===== config.mk =====
export PLATFORM = sky130hd
export DESIGN_NAME = key_note_controller_flat
export DESIGN_NICKNAME = d
export VERILOG_FILES = /design/src/rtl/key_note_controller_if.sv /design/src/rtl/key_note_controller.sv /design/src/flat_wrapper.sv
export SDC_FILE = /design/constraint.sdc
export NUM_CORES = 1
export LEC_CHECK = 0
export CORE_ASPECT_RATIO = 1.5
export CORE_MARGIN = 3
export CORE_UTILIZATION = 35
export CTS_CLUSTER_SIZE = 25
export DETAILED_ROUTE_END_ITERATION = 7
export SKIP_LAST_GASP = 1
export SYNTH_ARGS = -nofsm -noshare
export SYNTH_HDL_FRONTEND = slang
export SYNTH_SLANG_ARGS = --single-unit

===== constraint.sdc =====
create_clock -name clk -period 4.5 [get_ports clk]
set_input_delay 0.9 -clock clk [delete_from_list [all_inputs] [get_ports clk]]
set_output_delay 0.9 -clock clk [all_outputs]
set_load 0.005 [all_outputs]

===== src/rtl/key_note_controller_if.sv =====
// Event channel from the key front end to the tone generator / recorder.
// master: producer (key_note_controller); slave: consumer.
//   evt_valid  head entry present
//   evt_ready  consumer takes head entry when evt_valid & evt_ready
//   evt_note   head entry note (0 when empty)
//   evt_on     head entry type, 1 = note-on, 0 = note-off (0 when empty)
interface key_note_controller_if #(
  parameter int NOTE_W = 4
);
  logic              evt_valid;
  logic              evt_ready;
  logic [NOTE_W-1:0] evt_note;
  logic              evt_on;

  modport master (output evt_valid, evt_note, evt_on, input evt_ready);
  modport slave  (input evt_valid, evt_note, evt_on, output evt_ready);
endinterface


===== src/rtl/key_note_controller.sv =====
// Keyboard front end: per-key sync + debounce, note resolution (momentary or
// latch), one-hot light, and a small note-on/off event FIFO.
// Ports:
//   clk, rst_n   clock, async active-low reset
//   keys         raw key levels (async), 1 = pressed
//   mode         0 = momentary, 1 = latch
//   note         registered active note, 0 = none
//   light        registered one-hot of active key
//   evt_ovf      sticky overflow, cleared only by reset
//   evt          event channel (master side)

// One key: two-flop synchroniser, debounce counter, accepted level and its
// 0->1 edge (stable now, not stable the cycle before).
module key_note_lane #(
  parameter int DEBOUNCE_CYCLES = 16
) (
  input  logic clk,
  input  logic rst_n,
  input  logic raw,
  output logic stable,
  output logic rise
);
  localparam int CW = $clog2(DEBOUNCE_CYCLES);

  logic          s1, s2, stable_d;
  logic [CW-1:0] cnt;

  always_ff @(posedge clk or negedge rst_n) begin
    if (!rst_n) begin
      s1       <= 1'b0;
      s2       <= 1'b0;
      stable   <= 1'b0;
      stable_d <= 1'b0;
      cnt      <= '0;
    end else begin
      s1       <= raw;
      s2       <= s1;
      stable_d <= stable;
      if (s2 == stable) begin
        cnt <= '0;
      end else if (cnt == CW'(DEBOUNCE_CYCLES - 1)) begin
        stable <= ~stable;
        cnt    <= '0;
      end else begin
        cnt <= cnt + 1'b1;
      end
    end
  end

  assign rise = stable & ~stable_d;
endmodule

module key_note_controller #(
  parameter int NUM_KEYS        = 7,
  parameter int NOTE_W          = 4,
  parameter int DEBOUNCE_CYCLES = 16,
  parameter int FIFO_DEPTH      = 4
) (
  input  logic                  clk,
  input  logic                  rst_n,
  input  logic [NUM_KEYS-1:0]   keys,
  input  logic                  mode,
  output logic [NOTE_W-1:0]     note,
  output logic [NUM_KEYS-1:0]   light,
  output logic                  evt_ovf,
  key_note_controller_if.master evt
);
  localparam int PW = $clog2(FIFO_DEPTH);
  localparam int CW = PW + 1;

  typedef struct packed {
    logic [NOTE_W-1:0] note;
    logic              on;
  } evt_t;

  logic [NUM_KEYS-1:0] stable, rise;

  for (genvar g = 0; g < NUM_KEYS; g++) begin : g_lane
    key_note_lane #(.DEBOUNCE_CYCLES(DEBOUNCE_CYCLES)) u_lane (
      .clk    (clk),
      .rst_n  (rst_n),
      .raw    (keys[g]),
      .stable (stable[g]),
      .rise   (rise[g])
    );
  end

  // ---------------- note resolution ----------------
  logic                mode_q;
  logic [NOTE_W-1:0]   lo_st, lo_rs, next_note, note_prev;
  logic [NUM_KEYS-1:0] light_n;

  always_comb begin
    lo_st = '0;
    lo_rs = '0;
    // Walk downward so the lowest index is the last one written.
    for (int i = NUM_KEYS - 1; i >= 0; i--) begin
      if (stable[i]) lo_st = NOTE_W'(i + 1);
      if (rise[i])   lo_rs = NOTE_W'(i + 1);
    end
    next_note = note;
    if (mode != mode_q)     next_note = '0;
    else if (!mode)         next_note = lo_st;
    else if (lo_rs != '0)   next_note = (lo_rs == note) ? '0 : lo_rs;
    for (int i = 0; i < NUM_KEYS; i++) light_n[i] = (next_note == NOTE_W'(i + 1));
  end

  always_ff @(posedge clk or negedge rst_n) begin
    if (!rst_n) begin
      mode_q    <= 1'b0;
      note      <= '0;
      note_prev <= '0;
      light     <= '0;
    end else begin
      mode_q    <= mode;
      note      <= next_note;
      note_prev <= note;
      light     <= light_n;
    end
  end

  // ---------------- event FIFO ----------------
  // A note change seen between note_prev and note is pushed one cycle after
  // note itself updates; both entries of a change go in together or not at all.
  evt_t            mem [FIFO_DEPTH];
  logic [PW-1:0]   wr_ptr, rd_ptr, wr_on;
  logic [CW-1:0]   count, need, free_slots;
  logic            need_off, need_on, accept, pop;

  assign need_off   = (note != note_prev) && (note_prev != '0);
  assign need_on    = (note != note_prev) && (note != '0);
  assign need       = CW'(need_off) + CW'(need_on);
  assign free_slots = CW'(FIFO_DEPTH) - count;   // pre-pop occupancy
  assign accept     = (need <= free_slots);
  assign pop        = (count != '0) && evt.evt_ready;
  assign wr_on      = wr_ptr + PW'(need_off);

  always_ff @(posedge clk or negedge rst_n) begin
    if (!rst_n) begin
      wr_ptr  <= '0;
      rd_ptr  <= '0;
      count   <= '0;
      evt_ovf <= 1'b0;
    end else begin
      if (accept) wr_ptr <= wr_ptr + PW'(need);
      else        evt_ovf <= 1'b1;
      if (pop)    rd_ptr <= rd_ptr + 1'b1;
      count <= count + (accept ? need : CW'(0)) - CW'(pop);
    end
  end

  // Storage needs no reset: emptiness is carried by count and outputs are masked.
  always_ff @(posedge clk) begin
    if (accept && need_off) mem[wr_ptr] <= evt_t'{note: note_prev, on: 1'b0};
    if (accept && need_on)  mem[wr_on]  <= evt_t'{note: note,      on: 1'b1};
  end

  assign evt.evt_valid = (count != '0);
  assign evt.evt_note  = evt.evt_valid ? mem[rd_ptr].note : '0;
  assign evt.evt_on    = evt.evt_valid ? mem[rd_ptr].on   : 1'b0;
endmodule

===== src/flat_wrapper.sv =====
// flat-port wrapper written by rule: the top's interface ports become plain ports
module key_note_controller_flat 
#(
  parameter int NUM_KEYS        = 7,
  parameter int NOTE_W          = 4,
  parameter int DEBOUNCE_CYCLES = 16,
  parameter int FIFO_DEPTH      = 4
)
  (clk, rst_n, keys, mode, note, light, evt_ovf, evt_evt_valid, evt_evt_note, evt_evt_on, evt_evt_ready);
  key_note_controller_if #(.NOTE_W(NOTE_W)) evt_i ();
  input  logic clk;
  input  logic rst_n;
  input  logic [NUM_KEYS-1:0] keys;
  input  logic mode;
  output logic [NOTE_W-1:0] note;
  output logic [NUM_KEYS-1:0] light;
  output logic evt_ovf;
  output wire logic [$bits(evt_i.evt_valid)-1:0] evt_evt_valid;
  output wire logic [$bits(evt_i.evt_note)-1:0] evt_evt_note;
  output wire logic [$bits(evt_i.evt_on)-1:0] evt_evt_on;
  input wire logic [$bits(evt_i.evt_ready)-1:0] evt_evt_ready;
  assign evt_evt_valid = evt_i.evt_valid;
  assign evt_evt_note = evt_i.evt_note;
  assign evt_evt_on = evt_i.evt_on;
  assign evt_i.evt_ready = evt_evt_ready;
  key_note_controller #(.NUM_KEYS(NUM_KEYS), .NOTE_W(NOTE_W), .DEBOUNCE_CYCLES(DEBOUNCE_CYCLES), .FIFO_DEPTH(FIFO_DEPTH)) u_core (.clk(clk), .rst_n(rst_n), .keys(keys), .mode(mode), .note(note), .light(light), .evt_ovf(evt_ovf), .evt(evt_i));
endmodule

After elaboration in Yosys (flattened, before gate mapping)
Memories as Yosys holds them, arrays and structs flattened.
Cells that the tools add are included.
Widths: inputs -> output; s select.
- register bits: 80
- bits in writable memories: 20
- input bits: 11
- output and inout bits: 18
- word-level logic and storage cells: 166
- memories kept: 1
- memories (name ; depth ; bits a word ; read ports ; clocked after Yosys merged registers in ; write ports ; line ; text):
    u_core.mem ; 4 ; 5 ; 1 ; 0 ; 2 ; key_note_controller.sv:125 ; evt_t mem [FIFO_DEPTH];
- $add $sub $neg: 14
- magnitude comparators: 1
- equal/unequal tests: 24
- multiplexer cells: 39
- bitwise logic cells: 28
- reductions and logical operators: 16
- operators with widths (cell ; number):
    $mux 4 ; 31
    $add 4x1->4 const B ; 7
    $eq 4x4->1 const B ; 7
    $not 1->1 ; 21
    $eq 4x3->1 const B ; 4
    $reduce_and 2->1 ; 7
    $reduce_bool 4->1 ; 3
    $mux 3 ; 3
    $eq 4x2->1 const B ; 2
    $and 1x1->1 ; 7
    $eq 1x1->1 ; 7
    $logic_and 1x1->1 ; 5
    $mux 1 ; 5
    $eq 4x1->1 const B ; 1
    $eq 4x4->1 ; 1
    $ne 4x4->1 ; 1
    $add 3x3->3 ; 1
    $le 3x3->1 ; 1
    $reduce_bool 3->1 ; 1
    $sub 3x1->3 ; 1
    $sub 3x3->3 const A ; 1
    $add 1x1->2 ; 1
    $add 2x1->2 ; 1
    $add 2x1->2 const B ; 1
    other kinds (2) ; 2

Longest topological paths before layout
- depth in word-level cells: 15
- depth in mapped cells: 15
- mapped depth without buffers: 14

Modules after synthesis
Synthesis repeated with hierarchy kept, for this count alone.
- cell total of the unflattened synthesis: 402
- area, all modules: 4754.6 µm²
- by module, submodules not included (module ; instances ; cells an instance ; area each (µm²) ; seq. area each (µm²)):
    key_note_controller ; 1 ; 248 ; 2573.7 ; 1161.1
    key_note_lane ; 7 ; 22 ; 311.5 ; 200.2

Worst setup path before layout
No wires, ideal clock.
- path type: register to register
- start point: reg u_core.note[3]
- end point: reg u_core.count[2]
- library setup time: 0.123 ns
- arrival time: 3.245 ns
- data required time: 4.377 ns
- path slack: 1.132 ns
- stages on the path, launching flop included: 14
- path buffers: 1
- clock period less this slack: 3.368 ns
- cell sequence: dfrtp_1 > buf_2 > xor2_1 > nor4_1 > nor2_1 > ha_1 > ha_1 > nor2b_1 > o211ai_1 > nand2_1 > ha_1 > fa_1 > xor2_1 > xnor2_1
- cells in the longest elaborated chain, start to end: 7
- elaborated cells on any way between the ends: 9
- classes of those cells: add/sub: 3; order compare: 1; eq/ne: 1; mux: 1; reduce/logical: 3
- RTL lines (what ; line ; text):
    from (decl) ; key_note_controller.sv:63 ; output logic [NOTE_W-1:0] note,
    from (signal assigned) ; key_note_controller.sv:116 ; note <= next_note;
    $ne 4x4->1 / $reduce_bool 4->1 (equally long branches) ; key_note_controller.sv:130, key_note_controller.sv:131 ;
    $logic_and 1x1->1 (on tied branches) ; key_note_controller.sv:130, key_note_controller.sv:131 ;
    $add 1x1->2 (*) ; key_note_controller.sv:132 ; assign need = CW'(need_off) + CW'(need_on);
    $le 3x3->1 ; key_note_controller.sv:134 ; assign accept = (need <= free_slots);
    $mux 3 (*) ; key_note_controller.sv:148 ; count <= count + (accept ? need : CW'(0)) - CW'(pop);
    $add 3x3->3 (*) ; key_note_controller.sv:148 ;
    $sub 3x1->3 (*) ; key_note_controller.sv:148 ;
    to (signal assigned) ; key_note_controller.sv:148 ;
    to (decl) ; key_note_controller.sv:127 ; logic [CW-1:0] count, need, free_slots;
Every way passes the cells marked *; elsewhere a longest branch is shown, timed or not.
A chain may end at the register's enable or synchronous reset.

==> metrics <==
outcome complete, no violations; Skew-Pair Late Insertion Delay 0.34 ns; hold buffers post-CTS 0; FF-to-FF Start u_core.note[3]; Clk pin slew, worst setup/hold paths 0.06 ns; maxcap violations 0; area grow syn2layout 15.6%; vias in the first global route 2962; Multi-input gate area 1900 um2; placed cell areas 5020 um2; Layout Utilization between 40% and 50%; chip width between 90 and 100 um; final antenna-violating net count 0; Yosys reg bits 100; placed instance count 542; Yosys top cell area share 43.8%; largest net degree at the start of global routing 81; CTS tree built; Worst VDD drop 0.164 mV; Routed WL between 8000 and 9000 um; worst hold path startpoint u_core.g_lane[4].u_lane.s1; Netlist cell types 59; Mapped Area 4570 um2; Final Non-Filler Cells 558; # fillers about 1.2k; crit start category flop; die height roughly 150 um; Die Area roughly 14000 um2; Slew Viols, Final 0; DRT iter0 DRCs slightly above 80; Rows 50; CTS H-tree depth 3; register area share after synthesis 56.1%; share of cells above drive strength 1 12.4%; final period utilization 82.6%; RePlAce Congestion 0.736; Worst setup EP type flop; asr flop ratio synth roughly 80%; HPWL after DPL 6130 um; Min Clock Period, post-route roughly 3.7 ns; Reg2Reg Setup Slack slightly below 0.8 ns; CP Class flop to flop; WP data arrival 3.92 ns; Max Clock Skew 0.00877 ns; Initial Utilization 36.1%; Primary FF master, synth dfrtp_1; Syn. warnings 0; total track usage 12.3%; Num CTS Buffers 9; final setup TNS 0 ns; RSZ-0062 raised after global routing false; pwr dens 384 nW/um2; final setup vio count 0; register area about 2600 um2; Synth area leaders dfrtp_1, edfxtp_1, ha_1; fin area 5280 um2; wire per inst 15.0 um; commonest non-fill, non-tap cell in the layout dfrtp_1; Clock Path Buffers 2; Ant. Diodes 0; Final Hold Fails 0; syn_area_per_cell 12.5 um2; initial antenna violation count 0; first-pass GRT wire length roughly 14000 um; IO Port Bufs 28; Reg2Reg Capture Point u_core.mem[0][3]; hold depth 0; First-pass DRT Iterations 4; CP required about 4.7 ns; CP Max Fanout 11; CTS root buf clkbuf_16; fin nets 426; Post-Synthesis Cells about 360; Sink Count 100; slew of the pin with the lowest slew margin 1.01 ns; total gr overflow 0; PostCTS Resize Cnt 0; Max Freq 269 MHz; core area ~13000 um2; hold crit path type flop to flop; relative slew slack 32.8%; Hold Path Sink u_core.g_lane[4].u_lane.s2; Post-synth EDFFs 16; syn_nets 393; R2R cell count 11; area leader, netlist dfrtp_1; most frequent cells in the layout dfrtp_1, clkdlybuf4s50_1, xnor2_1; post-CTS setup buffers 0; Pleak 2.24 nW; # IOs 29; DRC 0; Vias/cell between 5 and 6; routed vias 2870
logic make-up after synthesis:
logic type	after synthesis	share of synthesized area (%)
flip-flops	100	56.1
AO/OA/AOI/OAI	67	11.4
multiplexers	13	4.44
XOR/XNOR	29	5.72
AND/OR/NAND/NOR	109	14.8
buffers and inverters	28	2.41
adder cells (fa/ha/maj)	18	5.09
layer usage:
| metal | GRT usage (%) | wire (um) | share of wire, % | vias to the layer above |
|---|---|---|---|---|
| li1 | - | - | - | 1385 |
| met1 | 14.0 | 3390 | 41 | 1422 |
| met2 | 21.9 | 4520 | 54 | 47 |
| met3 | 2.97 | 238 | 2.8 | 16 |
| met4 | 4.92 | 215 | 2.6 | 0 |
| met5 | 0 | 0 | 0 | - |
flip-flops by register name (all words and copies together) (netlist names):
name,flops
u_core.g_lane.u_lane.s2,7
u_core.g_lane.u_lane.cnt,28
u_core.light,7
u_core.evt_ovf,1
u_core.g_lane.u_lane.s1,7
u_core.g_lane.u_lane.stable_d,7
u_core.note,4
u_core.mem,20
u_core.rd_ptr,2
u_core.note_prev,4
u_core.g_lane.u_lane.stable,7
u_core.count,3
u_core.mode_q,1
u_core.wr_ptr,2
cell type report:
| cell class | count | share of cell area (%) |
|---|---|---|
| Sequential cell | 100 | 48.5 |
| Tap cell | 156 | 3.70 |
| Inverter | 21 | 1.49 |
| Clock inverter | 5 | 0.545 |
| Clock buffer | 11 | 4.41 |
| Timing Repair Buffer | 29 | 5.40 |
| Multi-Input combinational cell | 236 | 35.9 |
critical path, cell delays in order, from the launching register on:
cell and delay (ns):
dfrtp_1 0.55, xor2_1 0.23, nor4_1 0.36, nor2_1 0.14
ha_1 0.25, ha_1 0.32, nor2b_1 0.13, o211ai_1 0.42
and2_1 0.27, or3b_1 0.41, nor2_1 0.31, a22o_1 0.19
synth_stat cells (9+ instances only):
cell and count:
a22o_1 16, ha_1 17, nand2b_1 9, nor2b_1 12
nor3_1 10, inv_1 18, a21oi_1 16, nand2_1 10
dfrtp_1 80, nor2_1 18, edfxtp_1 16, xnor2_1 20
worst max-delay path by stage:
stage | startpoint | to | slack [ns] | cells past startpoint
global placement | u_core.note[1] | u_core.count[2] | 0.82 | 12
floorplan | u_core.note[3] | u_core.count[2] | 1.13 | 13
finish | u_core.note[3] | u_core.mem[0][3] | 0.78 | 11
global route | u_core.note[0] | u_core.mem[2][1] | 0.45 | 11
CTS | u_core.note[0] | u_core.count[2] | 0.78 | 12
detailed placement | u_core.note[3] | u_core.count[2] | 0.79 | 12
report_power, final:
part / switching (W) / internal, W
Clock: 0.000318 / 0.000372
Sequential: 0.0000686 / 0.000971
Combinational: 0.000133 / 0.000164
per-stage QoR:
step	setup slack (ns)	total power (W)	hold slack (ns)
final	0.781	0.00203	0.349
after global routing	0.446	0.00215	0.354
after CTS	0.777	0.00206	0.351
after detailed placement	0.790	0.00137	0.336
after global placement	0.817	0.00135	0.332
after floorplan	1.13	0.00124	0.331
Power figures use the tool's default switching activity.
